`src/rtl/pack_arbiter.sv`:
```
// -----------------------------------------------------------------------------
// pack_arbiter
//
// Shares one bit packer (byte in, serial bit out with preamble) between
// NUM_SRC byte-stream sources. One source is granted per packet in round-robin
// order; exactly LENGTH_BYTE bytes are pushed into the packer (zero-padded if
// the source drops its request mid-packet), and the grant is held until the
// packer has emitted all LENGTH_SER serial beats of that packet.
//
// Ports
//   i_clk         clock, rising edge
//   i_reset       asynchronous reset, active low
//   i_req         per-source request (level)
//   i_data        per-source byte, source k at [k*SIZE_INPUT_BIT +: SIZE_INPUT_BIT]
//   i_valid       per-source byte valid
//   o_src_ready   per-source byte-accepted strobe
//   o_grant       one-hot grant, zero while idle
//   o_pack_data   byte to the packer
//   o_pack_valid  byte valid to the packer
//   i_pack_ready  packer ready for a byte
//   i_ser_valid   packer serial valid (monitored)
//   i_ser_ready   downstream serial ready (monitored)
//   o_done        one-cycle pulse on the last serial beat of a packet
//   o_pad         one-cycle pulse when the packet switches to zero padding
// -----------------------------------------------------------------------------
module pack_arbiter #(
    parameter int NUM_SRC        = 2,
    parameter int SIZE_INPUT_BIT = 8,
    parameter int SIZE_BIT_PACK  = 1976,
    parameter int SIZE_PREAMBLE  = 32,
    parameter int LENGTH_BYTE    = SIZE_BIT_PACK / SIZE_INPUT_BIT,
    parameter int LENGTH_SER     = SIZE_BIT_PACK + SIZE_PREAMBLE
) (
    input  logic                              i_clk,
    input  logic                              i_reset,
    input  logic [NUM_SRC-1:0]                i_req,
    input  logic [NUM_SRC*SIZE_INPUT_BIT-1:0] i_data,
    input  logic [NUM_SRC-1:0]                i_valid,
    output logic [NUM_SRC-1:0]                o_src_ready,
    output logic [NUM_SRC-1:0]                o_grant,
    output logic [SIZE_INPUT_BIT-1:0]         o_pack_data,
    output logic                              o_pack_valid,
    input  logic                              i_pack_ready,
    input  logic                              i_ser_valid,
    input  logic                              i_ser_ready,
    output logic                              o_done,
    output logic                              o_pad
);

    localparam int IDX_W  = (NUM_SRC > 1) ? $clog2(NUM_SRC) : 1;
    localparam int BYTE_W = $clog2(LENGTH_BYTE + 1);
    localparam int SER_W  = $clog2(LENGTH_SER + 1);

    localparam logic [BYTE_W-1:0] BYTE_LAST = BYTE_W'(LENGTH_BYTE - 1);
    localparam logic [SER_W-1:0]  SER_LAST  = SER_W'(LENGTH_SER - 1);
    localparam logic [SER_W-1:0]  SER_FULL  = SER_W'(LENGTH_SER);
    localparam logic [IDX_W-1:0]  IDX_MAX   = IDX_W'(NUM_SRC - 1);
    localparam logic [IDX_W:0]    NUM_SRC_X = (IDX_W+1)'(NUM_SRC);

    typedef enum logic [1:0] {
        S_IDLE,
        S_LOAD,
        S_PAD,
        S_DRAIN
    } state_t;

    state_t              state_q, state_d;
    logic [IDX_W-1:0]    ptr_q, ptr_d;
    logic [IDX_W-1:0]    gidx_q, gidx_d;
    logic [BYTE_W-1:0]   byte_cnt_q, byte_cnt_d;
    logic [SER_W-1:0]    ser_cnt_q, ser_cnt_d;

    // Round-robin pick: first requester at or after ptr_q, wrapping.
    logic                pick_found;
    logic [IDX_W-1:0]    pick_idx;
    logic [IDX_W:0]      cand_sum;

    // NOTE: every variable driven from always_comb gets a default at the top of
    // the block so no path leaves it unassigned and no latch is inferred.
    always_comb begin
        pick_found = 1'b0;
        pick_idx   = ptr_q;
        cand_sum   = '0;
        for (int i = 0; i < NUM_SRC; i++) begin
            cand_sum = {1'b0, ptr_q} + (IDX_W+1)'(i);
            if (cand_sum >= NUM_SRC_X) begin
                cand_sum = cand_sum - NUM_SRC_X;
            end
            if (!pick_found && i_req[cand_sum[IDX_W-1:0]]) begin
                pick_found = 1'b1;
                pick_idx   = cand_sum[IDX_W-1:0];
            end
        end
    end

    // Signals of the granted source.
    logic [NUM_SRC-1:0]        grant_vec;
    logic [SIZE_INPUT_BIT-1:0] sel_data;
    logic                      sel_valid;
    logic                      sel_req;

    always_comb begin
        grant_vec = '0;
        sel_data  = '0;
        for (int k = 0; k < NUM_SRC; k++) begin
            if (gidx_q == IDX_W'(k)) begin
                grant_vec[k] = 1'b1;
                sel_data     = i_data[k*SIZE_INPUT_BIT +: SIZE_INPUT_BIT];
            end
        end
        sel_valid = i_valid[gidx_q];
        sel_req   = i_req[gidx_q];
    end

    logic ser_beat;
    logic load_beat;

    assign ser_beat  = i_ser_valid & i_ser_ready;
    assign load_beat = sel_valid & i_pack_ready;

    always_comb begin
        state_d      = state_q;
        ptr_d        = ptr_q;
        gidx_d       = gidx_q;
        byte_cnt_d   = byte_cnt_q;
        ser_cnt_d    = ser_cnt_q;
        o_grant      = '0;
        o_src_ready  = '0;
        o_pack_data  = '0;
        o_pack_valid = 1'b0;
        o_done       = 1'b0;
        o_pad        = 1'b0;

        // The packer may already be emitting serial beats while bytes are
        // still being loaded, so beats are counted in every busy state. The
        // count saturates at a full packet; it is cleared only at grant.
        if (state_q != S_IDLE && ser_beat && ser_cnt_q != SER_FULL) begin
            ser_cnt_d = ser_cnt_q + 1'b1;
        end

        unique case (state_q)
            S_IDLE: begin
                if (pick_found) begin
                    gidx_d     = pick_idx;
                    byte_cnt_d = '0;
                    ser_cnt_d  = '0;
                    state_d    = S_LOAD;
                end
            end

            S_LOAD: begin
                o_grant      = grant_vec;
                o_pack_data  = sel_data;
                o_pack_valid = sel_valid;
                o_src_ready  = grant_vec & {NUM_SRC{load_beat}};
                if (load_beat) begin
                    byte_cnt_d = byte_cnt_q + 1'b1;
                end
                if (load_beat && byte_cnt_q == BYTE_LAST) begin
                    state_d = S_DRAIN;
                end else if (!sel_req) begin
                    // A byte offered in the same cycle as the drop is still
                    // consumed above; padding covers the remainder.
                    state_d = S_PAD;
                    o_pad   = 1'b1;
                end
            end

            S_PAD: begin
                o_grant      = grant_vec;
                o_pack_valid = 1'b1;
                if (i_pack_ready) begin
                    byte_cnt_d = byte_cnt_q + 1'b1;
                    if (byte_cnt_q == BYTE_LAST) begin
                        state_d = S_DRAIN;
                    end
                end
            end

            S_DRAIN: begin
                o_grant = grant_vec;
                if (ser_cnt_q == SER_FULL || (ser_beat && ser_cnt_q == SER_LAST)) begin
                    o_done  = 1'b1;
                    ptr_d   = (gidx_q == IDX_MAX) ? '0 : gidx_q + 1'b1;
                    state_d = S_IDLE;
                end
            end

            default: state_d = S_IDLE;
        endcase
    end

    // NOTE: sequential state is updated with non-blocking assignments only, so
    // every register samples the values from before the clock edge.
    always_ff @(posedge i_clk or negedge i_reset) begin
        if (!i_reset) begin
            state_q    <= S_IDLE;
            ptr_q      <= '0;
            gidx_q     <= '0;
            byte_cnt_q <= '0;
            ser_cnt_q  <= '0;
        end else begin
            state_q    <= state_d;
            ptr_q      <= ptr_d;
            gidx_q     <= gidx_d;
            byte_cnt_q <= byte_cnt_d;
            ser_cnt_q  <= ser_cnt_d;
        end
    end

endmodule

```
`config.mk`:
```
export PLATFORM = sky130hd
export DESIGN_NAME = pack_arbiter
export DESIGN_NICKNAME = d
export VERILOG_FILES = /design/src/rtl/pack_arbiter.sv
export SDC_FILE = /design/constraint.sdc
export NUM_CORES = 1
export LEC_CHECK = 0
export ABC_CLOCK_PERIOD_IN_PS = 2200
export BUFFER_PORTS_ARGS = -buffer_cell sky130_fd_sc_hd__buf_2
export CAP_MARGIN = 20
export CORE_AREA = 2 2 58 60
export CTS_BUF_LIST = sky130_fd_sc_hd__clkbuf_2 sky130_fd_sc_hd__clkbuf_4 sky130_fd_sc_hd__clkbuf_8
export DETAILED_ROUTE_END_ITERATION = 16
export DIE_AREA = 0 0 60 62
export GPL_TIMING_DRIVEN = 0
export PLACE_DENSITY = 0.83
export SYNTH_ARGS = -nofsm -noshare
export SYNTH_HDL_FRONTEND = slang
export SYNTH_SLANG_ARGS = --single-unit
```
`constraint.sdc`:
```
create_clock -name i_clk -period 2.2 [get_ports i_clk]
set_input_delay 0.33 -clock i_clk [delete_from_list [all_inputs] [get_ports i_clk]]
set_output_delay 0.33 -clock i_clk [all_outputs]
set_load 0.01 [all_outputs]
```
==> flow_summary.yaml, run 1 <==
logic_synthesis:
  synth_area_um2: 1605
  avgSynthCellArea_um2: 9.069
  syn_nets: 211
  ys.flop_type: "dfrtp_1"
  yosysWarnings: 0
  synthesis.instances: 177
  async_flop_share: 1.000
  ys_seq_elements: 23
  synth-edff-count: 0
  seq_area_frac_synth: 0.3585
  synth_cell_types: 37
timing:
  fmax_mhz: 486.6
  slew_viol_final: 0
  rsz0062_at_grt: "no"
  slew_headroom: 0.6626
  fin_worst_skew_ns: 0.008994
  hold_viol: 0
  worst_pin_slew_ns: 0.5061
  setup_violations: 0
  fin_setup_tns_ns: 0
  finalCriticalPeriod_ns: 2.055
  whs_ns: 0.2273
  period_share: 0.9341
pwr:
  p_sw_frac: 0.4259
  power.density_nw_per_um2: 944.1
  leakagePower_nw: 0.9677
  p_total_w: 0.001801
  p_switching_w: 0.0007672
  seqPwrFrac: 0.324
  clkPwrFrac: 0.110
  combPwrFrac: 0.566
  ir_worst_vdd_uv: 628.2
  p_int_w: 0.001034
clocking:
  cts.sinks: 23
  clockBufferDepth: 2
  cts_made_buffers: 3
  cts_htree_levels: 1
  clock_latency_ns: 0.31
  cts_tree: "built"
  cts_root_buf: "clkbuf_4"
  clk_pin_slew_ns: 0.13
layout:
  multi_input_area_um2: 953.4
  post-route-util: 0.6002
  final-seq-area_um2: 575.6
  nNetsFinal: 257
  synthToLayoutAreaGrowth_pct: 18.86
  n_fill_cell: 287
  num_antenna_cells: 0
  drive_gt1_frac: 0.2568
  final_cell_area_um2: 1908
critical_path:
  path_cells: "nand4_2 -> or3_4 -> a21oi_2 -> and2_1 -> buf_2"
  slowest_delay_ns: 0.41
  crit_path_end_kind: "output port"
  reg2reg_depth: 7
  r2r_slack_ns: 0.15
  crit_type: "flop to output port"
  worst-path-stages: 5
  crit_path_end: "o_done"
  cp_num_buf_inv: 1
  required_ns: 1.87
  crit_path_start: "ser_cnt_q[8]$_DFF_PN0_"
  critPathSlowestCell: "dfrtp_1"
  timing.rr.end: "ser_cnt_q[10]$_DFF_PN0_"
  startpoint_type: "flop"
  r2r_start: "state_q[0]$_DFFE_PN0P_"
  cp_max_fo: 4
  cp_top_family: "simple AND/OR/NAND/NOR gates"
  arrival_ns: 1.72
route:
  num_vias: 1374
  drc: 0
  drt-total-wl_um: 3100
  drt_first_pass_iters: 4
  drtIter0Drc: 46
  wl_per_cell_um: 11.57
  vias_per_cell: 5.127
  antenna_left: 0
place:
  placed_area_um2: 1858
  hpwl_um: 2425
  port_buffers: 39
  gp_congestion: 0.7430
die:
  die_area_um2: 3720
  die_h_um: 62
  coreArea_um2: 3179
  io_pins: 40
  rows: 21
  die_x_um: 60
  start_util: 0.5049
flow_run:
  max-cap-violations: 0
global_routing:
  grt-ovfl-total: 0
  grt_pass1_wl_um: 4788
  grt_max_degree: 24
  grtUsageTotal: 0.1668
  first_global_vias: 1131
  antenna_found_initial: 0
status:
  status: "completed"
min_path:
  hp-class: "input pin to flop"
  holdPathStages: 2
-- synthesized netlist by cell type (6+ instances only) --
master,instances,share of area
nor2_1,12,0.028
ha_1,9,0.070
o21ai_0,11,0.034
inv_1,8,0.019
a21oi_1,7,0.022
xor2_1,6,0.033
a22o_1,7,0.038
dfrtp_1,23,0.36
nand2_1,14,0.033
nor2b_1,13,0.051
mux2i_1,11,0.069
-- flip-flops by register name, indices dropped and copies added, names as in the netlist --
register	count
ser_cnt_q	11
byte_cnt_q	8
state_q	2
gidx_q	1
ptr_q	1
-- per-layer routing --
| layer | routed length, um | up-vias | GRT usage |
|---|---|---|---|
| met5 | 0 | - | 0 |
| met4 | 8 | 0 | 0.03175 |
| met3 | 67 | 2 | 0.03727 |
| met2 | 1652 | 12 | 0.2966 |
| met1 | 1372 | 651 | 0.2098 |
| li1 | - | 709 | - |
-- repair_timing --
item | CTS | global route
hold buffers | 1 | 0
buffers inserted | 0 | 2
setup endpoints to repair | 0 | 10
gates resized for setup | 0 | 2
hold endpoints to repair | 23 | 0
-- power by group through the flow --
stage / sequential (W) / clock (W) / combinational [W]
floorplan: 0.000573 / 0 / 0.000767
global placement: 0.000592 / 0 / 0.00101
detailed placement: 0.000596 / 0 / 0.00103
CTS: 0.000587 / 0.000204 / 0.00104
global route: 0.000600 / 0.000222 / 0.00116
finish: 0.000584 / 0.000198 / 0.00102
-- kinds of logic (layout without fill, tap and decap cells) --
| group | Yosys count | after routing | synth area share |
|---|---|---|---|
| simple gates | 73 | 73 | 0.2494 |
| mux | 14 | 14 | 0.09197 |
| fa+ha+maj | 9 | 9 | 0.07015 |
| compound gates | 34 | 34 | 0.1387 |
| flops | 23 | 23 | 0.3585 |
| xor+xnor | 8 | 8 | 0.04365 |
| buf+inv | 16 | 61 | 0.04754 |
-- per-stage QoR --
stage / cells / setup WS (ns)
3_3_place_gp: 262 / 0.2011
2_1_floorplan: 177 / 0.3905
6_report: 268 / 0.1451
3_5_place_dp: 262 / 0.1568
5_1_grt: 268 / 0.01528
4_1_cts: 267 / 0.03187
-- placed cells by master (no fill, tap or decap), drive strengths merged, types with 7 or more instances in the layout --
cell type  instances
buf               44
nor2              12
a22o               7
a21oi              8
mux2i             11
nor2b             13
o21ai             14
nand2             14
inv                8
ha                 9
clkbuf             7
dfrtp             23
-- final cells by class --
cell class                 count  area share
buffer                         7     0.02295
clock inverter                 1    0.002623
clock buffer                   3     0.01180
tap                           46     0.03016
multi-input combinational    138      0.4997
sequential                    23      0.3016
timing repair buffer          42      0.1154
inverter                       8     0.01574
-- worst reg2reg max path, cell delays in order (launching register included) --
cell	delay, ns
dfrtp_1	0.44
inv_1	0.11
ha_1	0.21
buf_2	0.17
and4b_1	0.30
nand4_1	0.21
or3_1	0.40
a21oi_1	0.15
-- worst min path at each step --
| stage | start | to | slack (ns) |
|---|---|---|---|
| detailed placement | i_reset | ser_cnt_q[3]$_DFF_PN0_ | 0.33 |
| global route | i_req[0] | gidx_q$_DFFE_PN0P_ | 0.22 |
| CTS | i_req[0] | gidx_q$_DFFE_PN0P_ | 0.22 |
| floorplan | i_reset | byte_cnt_q[0]$_DFFE_PN0P_ | 0.03 |
| finish | i_req[0] | gidx_q$_DFFE_PN0P_ | 0.23 |
| global placement | i_reset | ser_cnt_q[7]$_DFF_PN0_ | 0.33 |
(Power assumes the default switching activity.)
==> run 2, diff against run 1 <==
- ABC_AREA: default -> 1
- CORE_AREA: 2 2 58 60 -> 4 4 62 64
- DIE_AREA: 0 0 60 62 -> 0 0 66 68
- PLACE_DENSITY: 0.83 -> 0.85
==> run 2 against run 1 <==
Die area grew 21%; via count grew 28%; clock-buffer cell count grew 1; highest routed layer unchanged; worst hold slack gained 0.054 ns; clock power grew 11%; critical endpoint is now o_pack_valid; synthesized cell count grew 51%; final area grew 9.4%.
==> flow_summary.yaml, run 2 <==
pwr:
  ir_worst_vdd_uv: 596.9
  p_int_w: 0.0009729
  p_sw_frac: 0.4851
  seqPwrFrac: 0.317
  clkPwrFrac: 0.117
  p_total_w: 0.001889
  power.density_nw_per_um2: 904.8
  leakagePower_nw: 1.090
  p_switching_w: 0.0009165
  combPwrFrac: 0.566
route:
  drt-total-wl_um: 3821
  num_vias: 1761
  antenna_left: 0
  drt_first_pass_iters: 4
  drc: 0
  wl_per_cell_um: 10.67
  vias_per_cell: 4.919
  drtIter0Drc: 96
layout:
  synthToLayoutAreaGrowth_pct: 17.04
  reg_top3: "ser_cnt_q: 11 flops, byte_cnt_q: 8 flops, state_q: 2 flops"
  num_antenna_cells: 0
  n_fill_cell: 298
  largest_reg_flops: 11
  final_common_cell: "nand2_1"
  regMostFlops: "ser_cnt_q"
  drive_gt1_frac: 0.2051
  nNetsFinal: 347
  layout_common_cells: "nand2_1, inv_1, buf_2"
timing:
  rsz0062_at_grt: "no"
  fmax_mhz: 491.5
  fin_worst_skew_ns: 0.003473
  slew_headroom: 0.6583
  setup_violations: 0
  period_share: 0.9248
  hold_viol: 0
  slew_viol_final: 0
  whs_ns: 0.2812
  fin_setup_tns_ns: 0
  finalCriticalPeriod_ns: 2.035
  worst_pin_slew_ns: 0.5125
critical_path:
  r2r_start: "state_q[0]$_DFFE_PN0P_"
  required_ns: 1.87
  reg2reg_depth: 8
  crit_path_end_kind: "output port"
  r2r_slack_ns: 0.42
  startpoint_type: "flop"
  timing.rr.end: "ser_cnt_q[5]$_DFF_PN0_"
  crit_type: "flop to output port"
  arrival_ns: 1.70
  cp_max_fo: 6
die:
  coreArea_um2: 3284
  die_x_um: 66
  die_area_um2: 4488
  start_util: 0.5432
  die_h_um: 68
  io_pins: 40
  rows: 21
logic_synthesis:
  yosysWarnings: 0
  muxShareOfSynthArea: 0
  syn_nets: 302
  synthesis.instances: 268
  ys_seq_elements: 23
  synth_cell_types: 28
  yosysMostFrequentCell: "nand2_1"
  synth_top_area_cell: "dfrtp_1"
  avgSynthCellArea_um2: 6.658
  netlist_top_cells_count: "nand2_1, inv_1, nor2_1, dfrtp_1, nand3_1"
  synth_xor_area_frac: 0.01964
  synth_top_area_share: 0.3226
  seq_area_frac_synth: 0.3226
  netlist_top_cells_area: "dfrtp_1, nand2_1, inv_1"
  async_flop_share: 1.000
  synth-adder-area-share: 0.06311
  ys.flop_type: "dfrtp_1"
  synth_top_family_by_area: "simple AND/OR/NAND/NOR gates"
  synth-edff-count: 0
  synth_area_um2: 1784
  synth_compound_area_frac: 0.1066
  synth_simple_gate_area_frac: 0.3787
clocking:
  clockBufferDepth: 2
  cts_tree: "built"
  clk_pin_slew_ns: 0.13
  cts_root_buf: "clkbuf_4"
  clock_latency_ns: 0.32
  cts_setup_buffers: 0
  cts_htree_levels: 1
  cts.sinks: 23
  cts_made_buffers: 3
place:
  gp_congestion: 0.9151
  hpwl_um: 2962
  port_buffers: 39
min_path:
  hold_path_startpoint: "i_req[1]"
  holdPathStages: 3
  hp-class: "input pin to flop"
  whs_endpoint: "gidx_q$_DFFE_PN0P_"
global_routing:
  busiest_layer: "met2"
  grt_max_degree: 24
  grtUsageTotal: 0.1776
  global_route.usage.met2: 0.3041
  first_global_vias: 1449
  grt-ovfl-total: 0
  met3_usage: 0.03941
  antenna_found_initial: 0
  gr-usage-met1: 0.2307
  grt_pass1_wl_um: 6216
status:
  status: "completed"
flow_run:
  max-cap-violations: 0
-- run 2: cell types whose count changed after synthesis, sizes merged, moves of 5 or more --
cell / before / now
a21oi: 8 / 14
a22o: 7 / 0
inv: 8 / 43
mux2i: 11 / 0
nand2: 14 / 79
nand2b: 5 / 0
nand3: 5 / 22
nor2: 12 / 33
nor2b: 13 / 0
nor3: 1 / 8
or3: 6 / 0
-- run 2: layout make-up --
cell class | instances | area, um^2 | share of cell area
inverter | 43 | 161.4 | 0.07729
clock buffer | 4 | 30.03 | 0.01438
tap | 46 | 57.56 | 0.02756
buffer | 5 | 35.03 | 0.01678
multi-input combinational | 197 | 1021 | 0.4889
sequential | 23 | 578.1 | 0.2768
timing repair buffer | 40 | 205.2 | 0.09826
-- run 2: worst max-delay path by stage --
stage	slack (ns)	to	startpoint	cells past startpoint
2_1_floorplan	0.59	o_pad	state_q[1]$_DFFE_PN0P_	5
3_3_place_gp	0.44	o_pad	state_q[1]$_DFFE_PN0P_	6
3_5_place_dp	0.40	ser_cnt_q[0]$_DFF_PN0_	state_q[0]$_DFFE_PN0P_	7
4_1_cts	0.05	o_pad	state_q[1]$_DFFE_PN0P_	6
5_1_grt	0.04	o_pad	state_q[1]$_DFFE_PN0P_	6
6_report	0.17	o_pack_valid	state_q[0]$_DFFE_PN0P_	5
-- run 2: repair_timing --
| item | CTS | global route |
|---|---|---|
| resized for setup | 0 | 6 |
| hold buffers | 1 | 0 |
| setup endpoints to repair | 0 | 11 |
| hold endpoints to repair | 23 | 0 |
-- run 2: per-layer routing --
| metal | wire, um | up-vias | share of wire |
|---|---|---|---|
| met3 | 226 | 2 | 0.059 |
| met4 | 19 | 0 | 0.0050 |
| met1 | 1795 | 785 | 0.47 |
| met2 | 1779 | 35 | 0.47 |
| li1 | - | 939 | - |
| met5 | 0 | - | 0 |
-- run 2: metrics by stage --
step / utilization / cells / instance area, um^2 / setup WS, ns
final: 0.6358 / 358 / 2088 / 0.1655
after detailed placement: 0.6202 / 353 / 2037 / 0.4044
after global placement: 0.6202 / 353 / 2037 / 0.4393
after CTS: 0.6324 / 358 / 2077 / 0.04975
after global routing: 0.6358 / 358 / 2088 / 0.04287
after floorplan: - / 268 / 1784 / 0.5905
-- run 2: critical path, stage by stage (launching register included) --
cell and delay, ns:
dfrtp_2 0.45, inv_1 0.09, ha_1 0.40, inv_1 0.17
a21oi_1 0.14, buf_2 0.14
-- run 2: cell families after synthesis --
logic type / Yosys count
xor+xnor: 4
buf+inv: 48
flops: 23
compound gates: 33
simple gates: 151
fa+ha+maj: 9
-- run 2: power groups by stage --
| stage | combinational [W] | clock [W] | sequential [W] |
|---|---|---|---|
| 6_report | 0.00107 | 0.000220 | 0.000600 |
| 5_1_grt | 0.00122 | 0.000251 | 0.000610 |
| 2_1_floorplan | 0.000775 | 0 | 0.000577 |
| 3_5_place_dp | 0.00106 | 0 | 0.000602 |
| 3_3_place_gp | 0.00104 | 0 | 0.000596 |
| 4_1_cts | 0.00106 | 0.000231 | 0.000593 |
